File: src/rtl/pulse_interval_monitor.sv
// Rising-edge statistics over fixed windows of enabled cycles: pulse count plus
// min/max/last inter-pulse interval, snapshotted each window and read out bytewise.
module pulse_interval_monitor #(
    parameter int WINDOW_LEN = 1024
) (
    input  logic       clk,
    input  logic       rst_n,
    input  logic       ena,
    input  logic       pulse_in,
    input  logic       clear,
    input  logic [2:0] sel,
    output logic [7:0] data_out,
    output logic       win_done,
    output logic       overflow
);

    localparam int WinW = $clog2(WINDOW_LEN);
    localparam logic [WinW-1:0] WinLast = WinW'(WINDOW_LEN - 1);

    logic            pulse_q;
    logic [15:0]     ivlCnt_q, ivlCnt_d;
    logic [WinW-1:0] winCnt_q, winCnt_d;
    logic [15:0]     liveCount_q, liveCount_d;
    logic [15:0]     liveMin_q, liveMin_d;
    logic [15:0]     liveMax_q, liveMax_d;
    logic [7:0]      liveLast_q, liveLast_d;
    logic            armed_q, armed_d;
    logic            valid_q, valid_d;
    logic            overflow_q, overflow_d;
    logic [15:0]     shCount_q, shCount_d;
    logic [15:0]     shMin_q, shMin_d;
    logic [15:0]     shMax_q, shMax_d;
    logic [7:0]      shLast_q, shLast_d;
    logic [7:0]      dataOut_q, dataOut_d;

    logic        rise;
    logic        winEnd;
    logic        ivlSat;
    logic [15:0] interval;

    assign rise     = ena & pulse_in & ~pulse_q;
    assign winEnd   = ena & (winCnt_q == WinLast);
    assign ivlSat   = &ivlCnt_q;
    assign interval = ivlSat ? 16'hFFFF : ivlCnt_q + 16'd1;

    // Only the low byte of the last interval is ever read out, so only that is kept.
    always_comb begin
        ivlCnt_d    = ivlCnt_q;
        winCnt_d    = winCnt_q;
        liveCount_d = liveCount_q;
        liveMin_d   = liveMin_q;
        liveMax_d   = liveMax_q;
        liveLast_d  = liveLast_q;
        armed_d     = armed_q;
        valid_d     = valid_q;
        overflow_d  = overflow_q;
        shCount_d   = shCount_q;
        shMin_d     = shMin_q;
        shMax_d     = shMax_q;
        shLast_d    = shLast_q;

        if (ena) begin
            winCnt_d = winEnd ? '0 : winCnt_q + WinW'(1);
            if (rise) begin
                ivlCnt_d = '0;
            end else if (!ivlSat) begin
                ivlCnt_d = ivlCnt_q + 16'd1;
            end

            if (rise) begin
                armed_d = 1'b1;
                if (&liveCount_q) begin
                    overflow_d = 1'b1;
                end else begin
                    liveCount_d = liveCount_q + 16'd1;
                end
                if (armed_q) begin
                    if (interval < liveMin_q) liveMin_d = interval;
                    if (interval > liveMax_q) liveMax_d = interval;
                    liveLast_d = interval[7:0];
                    if (ivlSat) overflow_d = 1'b1;
                end
            end

            // The snapshot takes the updated live values so a last-cycle rise is included.
            if (winEnd) begin
                shCount_d   = liveCount_d;
                shMin_d     = liveMin_d;
                shMax_d     = liveMax_d;
                shLast_d    = liveLast_d;
                valid_d     = 1'b1;
                liveCount_d = '0;
                liveMin_d   = 16'hFFFF;
                liveMax_d   = '0;
                liveLast_d  = '0;
            end
        end

        if (clear) begin
            ivlCnt_d    = '0;
            winCnt_d    = '0;
            liveCount_d = '0;
            liveMin_d   = 16'hFFFF;
            liveMax_d   = '0;
            liveLast_d  = '0;
            armed_d     = 1'b0;
            valid_d     = 1'b0;
            overflow_d  = 1'b0;
            shCount_d   = '0;
            shMin_d     = 16'hFFFF;
            shMax_d     = '0;
            shLast_d    = '0;
        end
    end

    always_comb begin
        dataOut_d = 8'h00;
        case (sel)
            3'd0: dataOut_d = shCount_q[7:0];
            3'd1: dataOut_d = shCount_q[15:8];
            3'd2: dataOut_d = shMin_q[7:0];
            3'd3: dataOut_d = shMin_q[15:8];
            3'd4: dataOut_d = shMax_q[7:0];
            3'd5: dataOut_d = shMax_q[15:8];
            3'd6: dataOut_d = shLast_q;
            3'd7: dataOut_d = {overflow_q, valid_q, 6'b0};
        endcase
    end

    always_ff @(posedge clk or negedge rst_n) begin
        if (!rst_n) begin
            pulse_q     <= 1'b0;
            ivlCnt_q    <= '0;
            winCnt_q    <= '0;
            liveCount_q <= '0;
            liveMin_q   <= 16'hFFFF;
            liveMax_q   <= '0;
            liveLast_q  <= '0;
            armed_q     <= 1'b0;
            valid_q     <= 1'b0;
            overflow_q  <= 1'b0;
            shCount_q   <= '0;
            shMin_q     <= 16'hFFFF;
            shMax_q     <= '0;
            shLast_q    <= '0;
            dataOut_q   <= '0;
        end else begin
            pulse_q     <= pulse_in;
            ivlCnt_q    <= ivlCnt_d;
            winCnt_q    <= winCnt_d;
            liveCount_q <= liveCount_d;
            liveMin_q   <= liveMin_d;
            liveMax_q   <= liveMax_d;
            liveLast_q  <= liveLast_d;
            armed_q     <= armed_d;
            valid_q     <= valid_d;
            overflow_q  <= overflow_d;
            shCount_q   <= shCount_d;
            shMin_q     <= shMin_d;
            shMax_q     <= shMax_d;
            shLast_q    <= shLast_d;
            dataOut_q   <= dataOut_d;
        end
    end

    assign data_out = dataOut_q;
    assign win_done = winEnd & ~clear;
    assign overflow = overflow_q;

endmodule
File: config.mk
export PLATFORM = sky130hd
export DESIGN_NAME = pulse_interval_monitor
export DESIGN_NICKNAME = d
export VERILOG_FILES = /design/src/rtl/pulse_interval_monitor.sv
export SDC_FILE = /design/constraint.sdc
export NUM_CORES = 1
export LEC_CHECK = 0
export ABC_AREA = 1
export CAP_MARGIN = 10
export CORE_ASPECT_RATIO = 2
export CORE_MARGIN = 3
export CORE_UTILIZATION = 65
export CTS_BUF_LIST = sky130_fd_sc_hd__clkbuf_4 sky130_fd_sc_hd__clkbuf_8
export DETAILED_ROUTE_END_ITERATION = 16
export PLACE_DENSITY_LB_ADDON = 0.1
export SLEW_MARGIN = 5
export SYNTH_ARGS = -nofsm -noshare
export SYNTH_HDL_FRONTEND = slang
export SYNTH_SLANG_ARGS = --single-unit
File: constraint.sdc
create_clock -name clk -period 3.4 [get_ports clk]
set_input_delay 0.68 -clock clk [delete_from_list [all_inputs] [get_ports clk]]
set_output_delay 0.68 -clock clk [all_outputs]
set_load 0.1 [all_outputs]
# Word level (Yosys, flattened, before mapping)
# Cells that the tools add are included.
# Widths: inputs -> output; s select.
[op_classes] n_reduce_logical=9 n_mux=55 bitwise=6 order_cmp=2 add_sub_neg=3 eq_ne=9
[ops] operator="$mux 16" count=31
[ops] operator="$mux 8" count=8
[ops] operator="$pmux 8 s8" count=1
[ops] operator="$add 16x1->16 const B" count=2
[ops] operator="$reduce_and 16->1" count=2
[ops] operator="$mux 10" count=3
[ops] operator="$gt 16x16->1" count=1
[ops] operator="$lt 16x16->1" count=1
[ops] operator="$eq 3x3->1 const B" count=4
[ops] operator="$mux 1" count=12
[ops] operator="$add 10x1->10 const B" count=1
[ops] operator="$eq 10x10->1 const B" count=1
[ops] operator="$eq 3x2->1 const B" count=2
[ops] operator="$reduce_and 2->1" count=3
[ops] operator="$reduce_bool 2->1" count=3
[ops] operator="$and 1x1->1" count=4
[ops] operator="$eq 3x1->1 const B" count=1
[ops] operator="$logic_not 3->1" count=1
[ops] operator="$ne 3x3->1 const B" count=1
[ops] operator="$not 1->1" count=2
[totals] ff_bits=150 out_inout_bits=10 in_bits=8 wordCells=99

# Logic depth before layout (Yosys ltp)
[depth] depth_word=9 ltp_mapped=22 mapped_depth_nobuf=21

# Least setup slack after synthesis
# Ideal clock, no wire load.
[synth_path] path_type="reg-to-reg" start="register ivlCnt_q[0]" end="register shMax_q[12]" path_stages_with_launch=19 n_path_buf=1 setup_slack_ns=0.394 synth_period_minus_slack_ns=3.006 arrival_ns=2.886 required_time_ns=3.280 setup_time_ns=0.120 cell_sequence="dfrtp_1 ha_1 nand3_2 nor2_4 nand2_1 nor3_1 xor2_1 nand2_1 ha_1 nand4_1 inv_1 nand4_1 nor4_1 nor2_2 nand2_1 buf_2 nand2_1 nand3_1 nand2_1"
[synth_via] elab_chain_len=9 elab_cells_between_ends=10 classes_between="1 x add/sub; 1 x order compare; 7 x mux; 1 x reduce/logical"
[synth_lines] element="from (decl)" line_no="21" rtl="logic [15:0] ivlCnt_q, ivlCnt_d;"
[synth_lines] element="from (signal assigned)" line_no="149" rtl="ivlCnt_q <= ivlCnt_d;"
[synth_lines] element="$add 16x1->16 / $reduce_and 16->1 (equally long branches)" line_no="44, 43"
[synth_lines] element="$mux 16 *" line_no="44" rtl="assign interval = ivlSat ? 16'hFFFF : ivlCnt_q + 16'd1;"
[synth_lines] element="$gt 16x16->1" line_no="79" rtl="if (interval > liveMax_q) liveMax_d = interval;"
[synth_lines] element="$mux 16 *" line_no="79"
[synth_lines] element="$mux 16 *" line_no="77" rtl="if (armed_q) begin"
[synth_lines] element="$mux 16 *" line_no="70" rtl="if (rise) begin"
[synth_lines] element="$mux 16 *" line_no="86" rtl="if (winEnd) begin"
[synth_lines] element="$mux 16 *" line_no="62" rtl="if (ena) begin"
[synth_lines] element="$mux 16 *" line_no="99" rtl="if (clear) begin"
[synth_lines] element="to (signal assigned)" line_no="160" rtl="shMax_q <= shMax_d;"
[synth_lines] element="to (decl)" line_no="32" rtl="logic [15:0] shMax_q, shMax_d;"
# Mark *: on every way between the ends. The rest lies on a longest branch, timed or not. The select of a mux whose other input is x is not followed.
# A chain may end at the register's enable or synchronous reset.

# Final worst setup path
[layout_path] start="register ivlCnt_q[3]" end="register liveMax_q[15]"
[layout_via] elab_chain_len=9 elab_cells_between_ends=10 classes_between="1 x add/sub; 1 x order compare; 7 x mux; 1 x reduce/logical"
[layout_lines] element="$add 16x1->16 / $reduce_and 16->1 (equally long branches)" line_no="44, 43"
[layout_lines] element="$mux 16 *" line_no="44"
[layout_lines] element="$gt 16x16->1" line_no="79"
[layout_lines] element="$mux 16 *" line_no="79"
[layout_lines] element="$mux 16 *" line_no="77"
[layout_lines] element="$mux 16 *" line_no="70"
[layout_lines] element="$mux 16 *" line_no="86"
[layout_lines] element="$mux 16 *" line_no="62"
[layout_lines] element="$mux 16 *" line_no="99"
[layout_lines] element="to (signal assigned)" line_no="153" rtl="liveMax_q <= liveMax_d;"
[layout_lines] element="to (decl)" line_no="25" rtl="logic [15:0] liveMax_q, liveMax_d;"
# Marked as above.

==> results list <==
- Clock latency on the worst-skew pair, taken at its later pin, is 450 ps.
- The library cell used most frequently in the layout, excluding fill and tap cells, is sky130_fd_sc_hd__nand2_1.
- In the global route stage, overall resource usage came out at 33.6%.
* Path category of the worst min-delay check: in2async
* Cell type with the highest aggregate area in the netlist: sky130_fd_sc_hd__dfrtp_1
* Final max-slew violation count: 0
* Most used routing layer: met2
- Data on the critical path is required at its endpoint by around 3800 ps.
- Detailed-route vias per instance: 6.12
* Number of nets still failing antenna checks after routing: 0
* First-pass DRT Iterations: 5
* Area contributors post-synth: sky130_fd_sc_hd__dfrtp_1, sky130_fd_sc_hd__dfstp_2, sky130_fd_sc_hd__nand2_1
- Buffer levels on the longest clock path: 2
- After clock tree synthesis, the clock-pin slew on the worst setup and hold paths is 100 ps.
- Final #Nets: 1,049
* CTS tree: built
- Area of the core: around 12,000 sq um
* Ports placed on the boundary: 18
- Number of rows in the core area: 56
* Worst R2R Path Depth: 17
- The run finished with clean final reports.
- Achievable Freq: approximately 0.30 GHz
- Global routing used 58.9% of the available met2 tracks.
- Post-DP HPWL: 16,000 um
- The most used flip-flop cell after synthesis is sky130_fd_sc_hd__dfrtp_1.
* Synthesized netlist cell count: around 1,000
- Sequential share of the synthesized area: 47.3%
* Antenna violations before repair: 0
* Total inserted antenna cells: 0
* Slew HR: 20.2%
* Number of non-filler instances in the completed layout: 1,165
- Count of final setup violators: 0
- After synthesis, the share of flip-flops with an asynchronous set or reset is 100%.
* Pwr per Cell Area: just under 400 nW/um^2
- Between clock sinks in the finished design, the worst skew comes to approximately 11 ps.
* Seq cells post-synth: 150
- Vias in the first global route: ~7,300
- The first global-routing pass estimated 35,900 um of wire.
* Largest driver fanout on the critical path: 16
* Drt drc: 0
* Layout cell share with drive strength beyond 1: 14.6%
- Critical path start-end classification: reg2reg
- Max-cap violations in this run came to 0.
* Post-synthesis to final-layout area growth: 10.9%
- Input and output buffers added on the ports amount to 17.
- Leading cell types in the layout, fill and taps excluded: sky130_fd_sc_hd__nand2_1, sky130_fd_sc_hd__inv_1, sky130_fd_sc_hd__dfrtp_1, sky130_fd_sc_hd__nand3_1, sky130_fd_sc_hd__nor2_1
- Setup slack closes at 39.3 ps.
* Overall routed net length: between 20,000 and 25,000 um
- The die covers approximately 14,000 sq um.
- The worst setup path is captured at a register.
- After the first detailed-routing iteration, the DRC count stood at 509.
- The tree built by TritonCTS fans out to 150 sinks.
- Area of the mapped netlist: 8030 sq um
- Post-layout min period: 3360 ps
- Height of the die: between 150 and 200 um
- CTS H-Tree Depth: 4
* Signal arrival time at the worst endpoint: roughly 3700 ps
- For the pin with the worst max-slew slack, the measured transition is about 1200 ps.
- The hold violation count in the final report is 0.
- The routed layout has 7,126 vias.
* Library cell used as clock root buffer: sky130_fd_sc_hd__clkbuf_8
- Chip width: roughly 85 um
- In the final routed layout, each cell accounts on average for 18.9 um.
* Met3 Track Usage GR: 4.29%
* Cell leakage power: 4.54 nW
- In this run, post-CTS hold repair placed 0 buffers.
* Synth warnings: 0
* Avg Cell Area, Syn: 8.20 sq um
- Critical Path Source Type: register
- Pin count of the biggest net entering global routing: approximately 100
- Total Neg Setup Slack: 0 ps
- Number of distinct library cells after synthesis: 46
- In the global route stage, met1 resource usage came out at 36.1%.
* Sum of overflow across all layers after global routing: 0
* Maximum ir drop on the vdd rail: 0.000409 V
- Number of cells in the design after placement: 1,128
- Initial standard-cell utilization of the core: 67.4%
* Share of the synthesized area in the top cell type: 36.8%
- Timing analysis after detailed placement gives a worst setup slack of -17.0 ps.
- Final weighted congestion in routability-driven placement: 0.978
* Num CTS Buffers: 17
- Synthesis produced a netlist with a net count of about 1,000.
- The synthesized design contains 0 enable-type register cells.
- The worst path uses 98.8% of the clock period.
[stage by stage]
stage                     utilization [%]  hold slack (ps)  total power, mW  cell area (sq um)
after floorplan                         -              384             2.09               8030
after global placement               70.7              470             2.23               8420
after detailed placement             70.7              470             2.24               8420
after CTS                            73.9              366             3.51               8810
after global routing                 74.7              367             3.62               8900
final                                74.7              310             3.51               8900
[layer usage]
metal  share of wire [%]  routed length, um
met5                   0                  0
met4                 8.3               1830
met3                 4.3                948
met2                  52              11500
met1                  35               7770
[where the power goes]
group          switching [mW]  leakage, nW  internal, mW
combinational           0.281         2.39         0.101
sequential             0.0192         1.97          1.81
clock                   0.754        0.180         0.544
total                    1.05         4.54          2.46
[final timing paths]
check,start,to,slack (ps)
min in group clk,shCount_q[13],shCount_q[13],500
max,ivlCnt_q[3],liveMax_q[15],40
max reg2reg,ivlCnt_q[3],liveMax_q[15],40
min reg2reg,shCount_q[13],shCount_q[13],500
max in group asynchronous,rst_n,liveLast_q[0],2190
min,rst_n,ivlCnt_q[8],310
[cells by family after synthesis]
logic type	count (synthesis)	share of synthesized area, %
multiplexers	1	0.125
XOR/XNOR	17	1.85
flip-flops	150	47.3
AND/OR/NAND/NOR	455	26.3
adder cells (fa/ha/maj)	34	5.30
AO/OA/AOI/OAI	137	10.0
buffers and inverters	185	9.12
[worst max-delay path: stages, from the launching register on]
cell	delay (ps)
sky130_fd_sc_hd__dfrtp_1	450
sky130_fd_sc_hd__nand4_1	200
sky130_fd_sc_hd__nor2_1	130
sky130_fd_sc_hd__inv_1	90
sky130_fd_sc_hd__nor2_2	130
sky130_fd_sc_hd__nand2_2	100
sky130_fd_sc_hd__nor2_4	140
sky130_fd_sc_hd__xor2_2	210
sky130_fd_sc_hd__nand2_2	120
sky130_fd_sc_hd__ha_1	320
sky130_fd_sc_hd__a21oi_1	250
sky130_fd_sc_hd__nor2_1	70
sky130_fd_sc_hd__nor4_1	340
sky130_fd_sc_hd__nand2_1	140
sky130_fd_sc_hd__buf_4	230
sky130_fd_sc_hd__nand4_1	120
sky130_fd_sc_hd__nand3_1	90
sky130_fd_sc_hd__nor2_1	160
[repair_timing]
item | 4_1_cts | 5_1_grt
endpoints found under the setup margin | 19 | 64
gates resized for setup | 1 | 17
cloned | 0 | 0
pin swaps | 1 | 6
buffers inserted | 2 | 3
[area by class of cell]
type / count / area, sq um
flip-flops and latches: 150 / 3790
multi-input cells: 644 / 3590
fillers: 909 / 3010
inverters: 150 / 563
repair buffers: 44 / 403
clock buffers: 18 / 248
well taps: 145 / 181
clock inverters: 14 / 120
[registers in the layout (all words and copies together), names as in the netlist]
register and flops:
valid_q 1, pulse_q 1, winCnt_q 10, liveCount_q 16, liveMin_q 16, shCount_q 16
shMin_q 16, ivlCnt_q 16, shMax_q 16, shLast_q 8, liveMax_q 16, armed_q 1
data_out 8, overflow 1, liveLast_q 8
[synth_stat cells (all sizes together) (5+ instances only)]
| master | number |
|---|---|
| a21oi | 35 |
| nand2 | 213 |
| nor4 | 5 |
| nand3 | 103 |
| dfrtp | 118 |
| nor3 | 31 |
| nor2 | 65 |
| xor2 | 15 |
| clkbuf | 17 |
| dfstp | 32 |
| buf | 18 |
| o21ai | 44 |
| o22ai | 32 |
| ha | 34 |
| nand4 | 34 |
| o31ai | 7 |
| inv | 149 |
Note: power is estimated with default switching activity, not from simulation.
